==> src/rtl/dmx_universe_tx.sv <==
// dmx_universe_tx: DMX512 universe transmitter clocked from the system clock.
// Emits BREAK / MAB / start code / data slots / MBB either continuously (enable)
// or once per trigger, reading channel bytes from an on-chip RAM.
// Optional feature macro: DMX_DOUBLE_BUFFER_EN selects a two-bank channel RAM
// with a commit-driven bank swap at frame boundaries.
`timescale 1ns/1ps

module dmx_universe_tx #(
    parameter int CLOCK_HZ   = 12000000,
    parameter int BAUD       = 250000,
    parameter int MAX_SLOTS  = 512,
    parameter int BREAK_BITS = 23,
    parameter int MAB_BITS   = 3,
    parameter int MBB_BITS   = 0
) (
    input  logic       clock,
    input  logic       reset,
    input  logic       enable,
    input  logic       trigger,
    input  logic [9:0] slot_count,
    input  logic [7:0] start_code,
    input  logic       wr_en,
    input  logic [8:0] wr_addr,
    input  logic [7:0] wr_data,
    input  logic       commit,
    output logic       signal,
    output logic       signal_n,
    output logic       busy,
    output logic       frame_done
);

    // Clocks per bit time, rounded to nearest.
    localparam int DIV   = (CLOCK_HZ + BAUD / 2) / BAUD;
    localparam int DIV_W = (DIV > 1) ? $clog2(DIV) : 1;
    localparam int AW    = (MAX_SLOTS > 1) ? $clog2(MAX_SLOTS) : 1;

    localparam logic [DIV_W-1:0] DIV_LAST   = DIV_W'(DIV - 1);
    localparam logic [15:0]      BREAK_LAST = 16'(BREAK_BITS - 1);
    localparam logic [15:0]      MAB_LAST   = 16'(MAB_BITS - 1);
    localparam logic [15:0]      MBB_LAST   = 16'(MBB_BITS - 1);
    localparam logic [9:0]       SLOTS_MAX  = 10'(MAX_SLOTS);

    typedef enum logic [2:0] {
        IDLE,
        BREAK,
        MAB,
        SLOT,
        MBB
    } state_t;

    state_t           state_q, state_d;
    logic [DIV_W-1:0] div_q, div_d;
    logic [15:0]      bit_q, bit_d;       // bit times elapsed in the current state
    logic [9:0]       slot_q, slot_d;     // slot index, 0 = start code
    logic [7:0]       shift_q, shift_d;   // byte being serialised, LSB first
    logic [9:0]       slots_q;            // clamped data-slot count for this frame
    logic [7:0]       start_code_q;
    logic             signal_q, signal_d;
    logic             busy_q, busy_d;
    logic             frame_done_q, frame_done_d;

    logic             tick;
    logic             start_frame;
    logic             end_frame;
    logic             rd_en;
    logic [AW-1:0]    rd_addr;
    logic [7:0]       rd_data_q;
    logic             wr_ok;
    logic [9:0]       slots_clamped;

    assign tick    = (div_q == DIV_LAST);
    assign rd_addr = slot_q[AW-1:0];
    assign wr_ok   = wr_en && (32'(wr_addr) < 32'(MAX_SLOTS));

    assign slots_clamped = (slot_count == 10'd0)      ? 10'd1 :
                           (slot_count > SLOTS_MAX)   ? SLOTS_MAX :
                                                        slot_count;

    // Next-state, counters, fetch strobe and line level for the frame sequencer.
    // NOTE: every output of this block gets a default first, so no path leaves a value held and no latch is inferred.
    always_comb begin
        state_d      = state_q;
        div_d        = tick ? '0 : div_q + 1'b1;
        bit_d        = bit_q;
        slot_d       = slot_q;
        shift_d      = shift_q;
        frame_done_d = 1'b0;
        start_frame  = 1'b0;
        end_frame    = 1'b0;
        rd_en        = 1'b0;

        case (state_q)
            IDLE: begin
                div_d = '0;
                bit_d = '0;
                if (enable || trigger) begin
                    state_d     = BREAK;
                    start_frame = 1'b1;
                end
            end
            BREAK: begin
                if (tick) begin
                    if (bit_q == BREAK_LAST) begin
                        state_d = MAB;
                        bit_d   = '0;
                    end else begin
                        bit_d = bit_q + 16'd1;
                    end
                end
            end
            MAB: begin
                if (tick) begin
                    if (bit_q == MAB_LAST) begin
                        state_d = SLOT;
                        bit_d   = '0;
                        slot_d  = '0;
                        shift_d = start_code_q;
                    end else begin
                        bit_d = bit_q + 16'd1;
                    end
                end
            end
            SLOT: begin
                if (tick) begin
                    // Fetch the following slot's byte as the first stop bit begins,
                    // two bit times ahead of its start bit.
                    if (bit_q == 16'd8 && slot_q < slots_q) begin
                        rd_en = 1'b1;
                    end
                    if (bit_q == 16'd10) begin
                        bit_d = '0;
                        if (slot_q == slots_q) begin
                            if (MBB_BITS == 0) begin
                                end_frame = 1'b1;
                            end else begin
                                state_d = MBB;
                            end
                        end else begin
                            slot_d  = slot_q + 10'd1;
                            shift_d = rd_data_q;
                        end
                    end else begin
                        bit_d = bit_q + 16'd1;
                        if (bit_q >= 16'd1 && bit_q <= 16'd8) begin
                            shift_d = shift_q >> 1;
                        end
                    end
                end
            end
            MBB: begin
                if (tick) begin
                    if (bit_q == MBB_LAST) begin
                        end_frame = 1'b1;
                    end else begin
                        bit_d = bit_q + 16'd1;
                    end
                end
            end
            default: begin
                state_d = IDLE;
            end
        endcase

        // A zero-length MBB folds the frame end into the last stop bit's edge.
        if (end_frame) begin
            frame_done_d = 1'b1;
            bit_d        = '0;
            div_d        = '0;
            if (enable) begin
                state_d     = BREAK;
                start_frame = 1'b1;
            end else begin
                state_d = IDLE;
            end
        end

        busy_d = (state_d != IDLE);

        case (state_d)
            BREAK:   signal_d = 1'b0;
            SLOT: begin
                if (bit_d == 16'd0) begin
                    signal_d = 1'b0;
                end else if (bit_d <= 16'd8) begin
                    signal_d = shift_d[0];
                end else begin
                    signal_d = 1'b1;
                end
            end
            default: signal_d = 1'b1;
        endcase
    end

    // Control registers; a synchronous reset drops the line to idle immediately.
    // NOTE: sequential state uses non-blocking assignments so all registers update together at the edge.
    always_ff @(posedge clock) begin
        if (reset) begin
            state_q      <= IDLE;
            div_q        <= '0;
            bit_q        <= '0;
            slot_q       <= '0;
            signal_q     <= 1'b1;
            busy_q       <= 1'b0;
            frame_done_q <= 1'b0;
        end else begin
            state_q      <= state_d;
            div_q        <= div_d;
            bit_q        <= bit_d;
            slot_q       <= slot_d;
            signal_q     <= signal_d;
            busy_q       <= busy_d;
            frame_done_q <= frame_done_d;
        end
    end

    // Datapath registers: frame parameters latched at BREAK entry, serialiser byte.
    always_ff @(posedge clock) begin
        shift_q <= shift_d;
        if (start_frame) begin
            slots_q      <= slots_clamped;
            start_code_q <= start_code;
        end
    end

`ifdef DMX_DOUBLE_BUFFER_EN
    logic [7:0] mem_q [0:1][0:MAX_SLOTS-1];
    logic       front_q;
    logic       pending_q;
    logic       swap;

    // Banks swap only while idle or on BREAK entry, so a frame never mixes banks.
    assign swap = (commit || pending_q) && (state_q == IDLE || start_frame);

    // Front-bank selector and pending commit flag.
    always_ff @(posedge clock) begin
        if (reset) begin
            front_q   <= 1'b0;
            pending_q <= 1'b0;
        end else if (swap) begin
            front_q   <= ~front_q;
            pending_q <= 1'b0;
        end else if (commit) begin
            pending_q <= 1'b1;
        end
    end

    // Host writes the back bank; the transmitter reads the front bank.
    // NOTE: channel RAM has no reset; its contents are host-owned and a reset loop would prevent RAM inference.
    always_ff @(posedge clock) begin
        if (wr_ok) begin
            mem_q[~front_q][wr_addr[AW-1:0]] <= wr_data;
        end
        if (rd_en) begin
            rd_data_q <= mem_q[front_q][rd_addr];
        end
    end
`else
    logic [7:0] mem_q [0:MAX_SLOTS-1];
    logic       unused_commit;

    assign unused_commit = commit;

    // Single-bank channel RAM; a same-address write and fetch returns the old byte.
    // NOTE: channel RAM has no reset; its contents are host-owned and a reset loop would prevent RAM inference.
    always_ff @(posedge clock) begin
        if (wr_ok) begin
            mem_q[wr_addr[AW-1:0]] <= wr_data;
        end
        if (rd_en) begin
            rd_data_q <= mem_q[rd_addr];
        end
    end
`endif

    assign signal     = signal_q;
    assign signal_n   = ~signal_q;
    assign busy       = busy_q;
    assign frame_done = frame_done_q;

endmodule

==> config.mk <==
export PLATFORM = sky130hd
export DESIGN_NAME = dmx_universe_tx
export DESIGN_NICKNAME = d
export VERILOG_FILES = /design/src/rtl/dmx_universe_tx.sv
export SDC_FILE = /design/constraint.sdc
export NUM_CORES = 2
export LEC_CHECK = 0
export ABC_CLOCK_PERIOD_IN_PS = 3900
export BUFFER_PORTS_ARGS = -buffer_cell sky130_fd_sc_hd__buf_2
export CORE_UTILIZATION = 55
export DETAILED_ROUTE_END_ITERATION = 10
export PLACE_DENSITY = 0.74
export SYNTH_ARGS = -nofsm -noshare
export SYNTH_HDL_FRONTEND = slang
export SYNTH_SLANG_ARGS = --single-unit
==> constraint.sdc <==
create_clock -name clock -period 3.9 [get_ports clock]
set_input_delay 0.78 -clock clock [delete_from_list [all_inputs] [get_ports clock]]
set_output_delay 0.78 -clock clock [all_outputs]
set_load 0.02 [all_outputs]
==> impl_metrics.py <==
metrics = {
    "timing": {
        "fmax_ghz": 0.251,
        "worst_slew_pin_slew_ns": 1.29,
        "fin_ws_ns": -0.0770,
        "timing.final.hold_violations": 0,
        "slew_viol_final": 0,
        "fin_worst_skew_ns": 0.0627,
        "slew_headroom_pct": 13.2,
        "setup_viol": 1,
        "fin_crit_sh_pct": 102,
        "whs_ns": 0.124,
        "fin_crit_ns": 3.98,
    },
    "cts": {
        "cts_tree": "yes",
        "clock_latency_ns": 0.97,
        "cts.clk_slew.worst_paths_ns": 0.06,
        "numClockSinks": 4168,
        "cts_root_buf": "clkbuf_16",
        "tritoncts.num_buffers": 400,
        "clockBufferDepth": 4,
        "cts_max_level": 5,
    },
    "synth": {
        "synth_compound_area_share_pct": 1.10,
        "synth_top_area_share_pct": 76.6,
        "synth-xor-area-share_pct": 0.0757,
        "synth.distinct_cells": 66,
        "synth.most_common_cell": "edfxtp_1",
        "synth-simple-area-share_pct": 2.14,
        "synthTopCellsByArea": "edfxtp_1, mux4_2, nor2_1, dfxtp_1, clkbuf_1",
        "synthArstFlopShare_pct": 0,
        "syn_avg_cell_area_um2": 22.9,
        "synth_fa_ha_area_share_pct": 0.124,
        "synth-edff-count": 4129,
        "syn_area_um2": 162000,
        "ys.warnings.count": 0,
        "ys_seq_elements": 4168,
        "ys.flop_type": "edfxtp_1",
        "ys_seq_area_share_pct": 77.0,
        "synth_top_family_by_area": "multiplexers",
        "synthMuxAreaShare_pct": 18.1,
        "synthCells": 7063,
        "yosysTopAreaCell": "edfxtp_1",
        "syn_nets": 7120,
        "synthTopCellsByCount": "edfxtp_1, mux4_2, nor2_1",
    },
    "job": {
        "drv_cap": 0,
    },
    "power_and_ir_drop": {
        "internal_power_mw": 70.5,
        "p_switching_mw": 17.7,
        "power.density_nw_per_um2": 477,
        "pwr-share-comb_pct": 1.4,
        "sw_frac_of_total_pct": 20.1,
        "ir_drop_uv": 497,
        "power_mw": 88.2,
        "pwr-share-clk_pct": 42.7,
        "p_leak_nw": 56.2,
        "seqPwrFrac_pct": 55.9,
    },
    "worst_setup_path": {
        "cpPeakStageDelay_ns": 1.05,
        "cp_slowest_cell": "a311oi_1",
        "path_class": "reg -> reg",
        "crit_chain": "buf_12, buf_4, mux4_2, mux4_2, o22ai_1, nor3_1, nor2_1, a311oi_1, a211oi_1, a31oi_1",
        "cp.required_ns": 4.67,
        "crit_top_cell": "mux4_2",
        "start_kind": "register",
        "worstPathArrival_ns": 4.75,
        "cp-end-kind": "register",
        "crit_fanout": 22,
    },
    "grt": {
        "antenna_found_initial": 23,
        "grt_pass1_vias": 81023,
        "grtUsageMet1_pct": 37.8,
        "grt_max_degree": 141,
        "grt_overflow": 0,
        "grt_pass1_wl_um": 582000,
        "met2_usage_pct": 43.9,
        "grt.busiest_layer": "met2",
        "use_met3_pct": 6.14,
        "grtUsageTotal_pct": 27.6,
    },
    "min_path": {
        "hold_class": "in -> reg",
    },
    "finish": {
        "final_nets": 7911,
        "post-route-cell-area_um2": 185000,
        "drive_gt1_share_pct": 32.9,
        "area_delta_synth_final_pct": 14.3,
        "fill_cells": 18576,
    },
    "outcome": {
        "violations": "negative setup slack",
        "status": "complete, but fails checks",
    },
    "placed_design": {
        "dpl_cell_area_um2": 172000,
        "io_buffers": 43,
        "dp_hpwl_um": 246000,
        "gp_congestion": 0.869,
    },
    "floorplanning": {
        "start_util_pct": 55.5,
        "rows": 198,
        "die_area_um2": 297000,
        "fp.dieH_um": 545,
        "core_region_area_um2": 292000,
        "die_w_um": 545,
        "ioPinCount": 45,
    },
    "detailed_routing": {
        "wire_per_inst_um": 33.5,
        "via_count": 79841,
        "routed_wirelength_um": 405000,
        "initialDrtViolationCount": 11256,
        "drt_first_pass_iters": 9,
        "drtAntennaViolNets": 0,
        "vias_per_cell": 6.60,
        "drc": 0,
    },
}
[layout by cell type, fill, tap and decap left out, types with 11 or more instances in the layout]
| cell type | n |
|---|---|
| edfxtp_1 | 4129 |
| mux4_2 | 1271 |
| buf_4 | 644 |
| nor2_1 | 591 |
| clkbuf_16 | 404 |
| buf_12 | 113 |
| clkbuf_1 | 95 |
| clkinv_1 | 81 |
| clkinv_2 | 73 |
| nand2_1 | 71 |
| mux2i_1 | 59 |
| a21oi_1 | 45 |
| a22oi_1 | 40 |
| buf_2 | 35 |
| o21ai_0 | 34 |
| dfxtp_1 | 32 |
| bufinv_16 | 28 |
| o22ai_1 | 22 |
| inv_1 | 19 |
| a211oi_1 | 19 |
| nand3_1 | 18 |
| nor3_1 | 18 |
| a22o_1 | 18 |
| nor2b_1 | 17 |
| ha_1 | 16 |
| diode_2 | 14 |
| nand4_1 | 13 |
| nand2_4 | 12 |
| nand2b_1 | 11 |
| a221oi_1 | 11 |
[kinds of logic after synthesis]
group | after synthesis
buffers and inverters | 442
AOI/OAI and AO/OA | 258
adders and majority gates | 16
DFF | 4168
xor gates and xnor gates | 14
muxes | 1343
and+or+nand+nor | 822
[per-layer routing]
metal | vias to the layer above | wire (um) | part of all wire [%]
li1 | 31559 | - | -
met1 | 42129 | 147000 | 36
met2 | 5272 | 195000 | 48
met3 | 871 | 44900 | 11
met4 | 10 | 17000 | 4.2
met5 | - | 254 | 0.063
[power by group through the flow]
stage / sequential, mW / combinational (mW) / clock (mW)
global route: 49.3 / 1.32 / 39.6
CTS: 49.3 / 1.25 / 37.9
finish: 49.3 / 1.28 / 37.7
detailed placement: 50.2 / 1.24 / 0
global placement: 50.2 / 1.16 / 0
floorplan: 50.3 / 0.154 / 0
[path summary, 6_finish.rpt]
check        cells after the start           end  slack (ns)           from
min reg2reg                      1      div_q[0]        0.45       div_q[0]
min                              2    slots_q[8]        0.12  slot_count[8]
max reg2reg                     10  rd_data_q[0]       -0.08      slot_q[1]
max                             10  rd_data_q[0]       -0.08      slot_q[1]
[cell type report]
cell class	instances	area (um2)	area share [%]
Tap cell	3900	4880	2.64
Clock inverter	221	2100	1.14
Inverter	20	75.1	0.0406
Antenna cell	14	35.0	0.0189
Timing Repair Buffer	811	7520	4.06
Sequential cell	4168	125000	67.4
Clock buffer	502	10500	5.68
Multi-Input combinational cell	2453	35200	19.0
[registers in the layout, summed over array words and instances, names as in the netlist, 3 cells and up]
| name | flops |
|---|---|
| bit_q | 16 |
| slots_q | 10 |
| slot_q | 10 |
| start_code_q | 8 |
| mem_q | 4096 |
| state_q | 3 |
| div_q | 6 |
| shift_q | 8 |
| rd_data_q | 8 |
[critical path, delay by kind of cell, from the launching register on]
kind / cells / cell delay, ns
AO/OA/AOI/OAI: 4 / 1.51
buffers and inverters: 2 / 0.51
flip-flops: 1 / 0.69
multiplexers: 2 / 0.55
AND/OR/NAND/NOR: 2 / 0.46
[what timing repair did]
| action | 4_1_cts | 5_1_grt |
|---|---|---|
| buffers inserted | 0 | 2 |
| pin swaps | 0 | 0 |
| gates resized for setup | 8 | 6 |
| hold endpoints to repair | 8 | 0 |
| hold buffers | 8 | 0 |
| endpoints found under the setup margin | 5 | 7 |
[through the flow]
stage / cells / utilization [%] / worst slack (ns) / TNS, ns
after CTS: 12073 / 63.4 / 0.0242 / 0
after detailed placement: 11342 / 59.0 / -0.137 / -0.358
final: 12089 / 63.4 / -0.0770 / -0.0770
after floorplan: 7063 / - / 0.0516 / 0
after global placement: 11342 / 59.0 / -0.165 / -0.376
after global routing: 12081 / 63.4 / -0.00808 / -0.0103
Note: power is estimated with default switching activity, not from simulation.
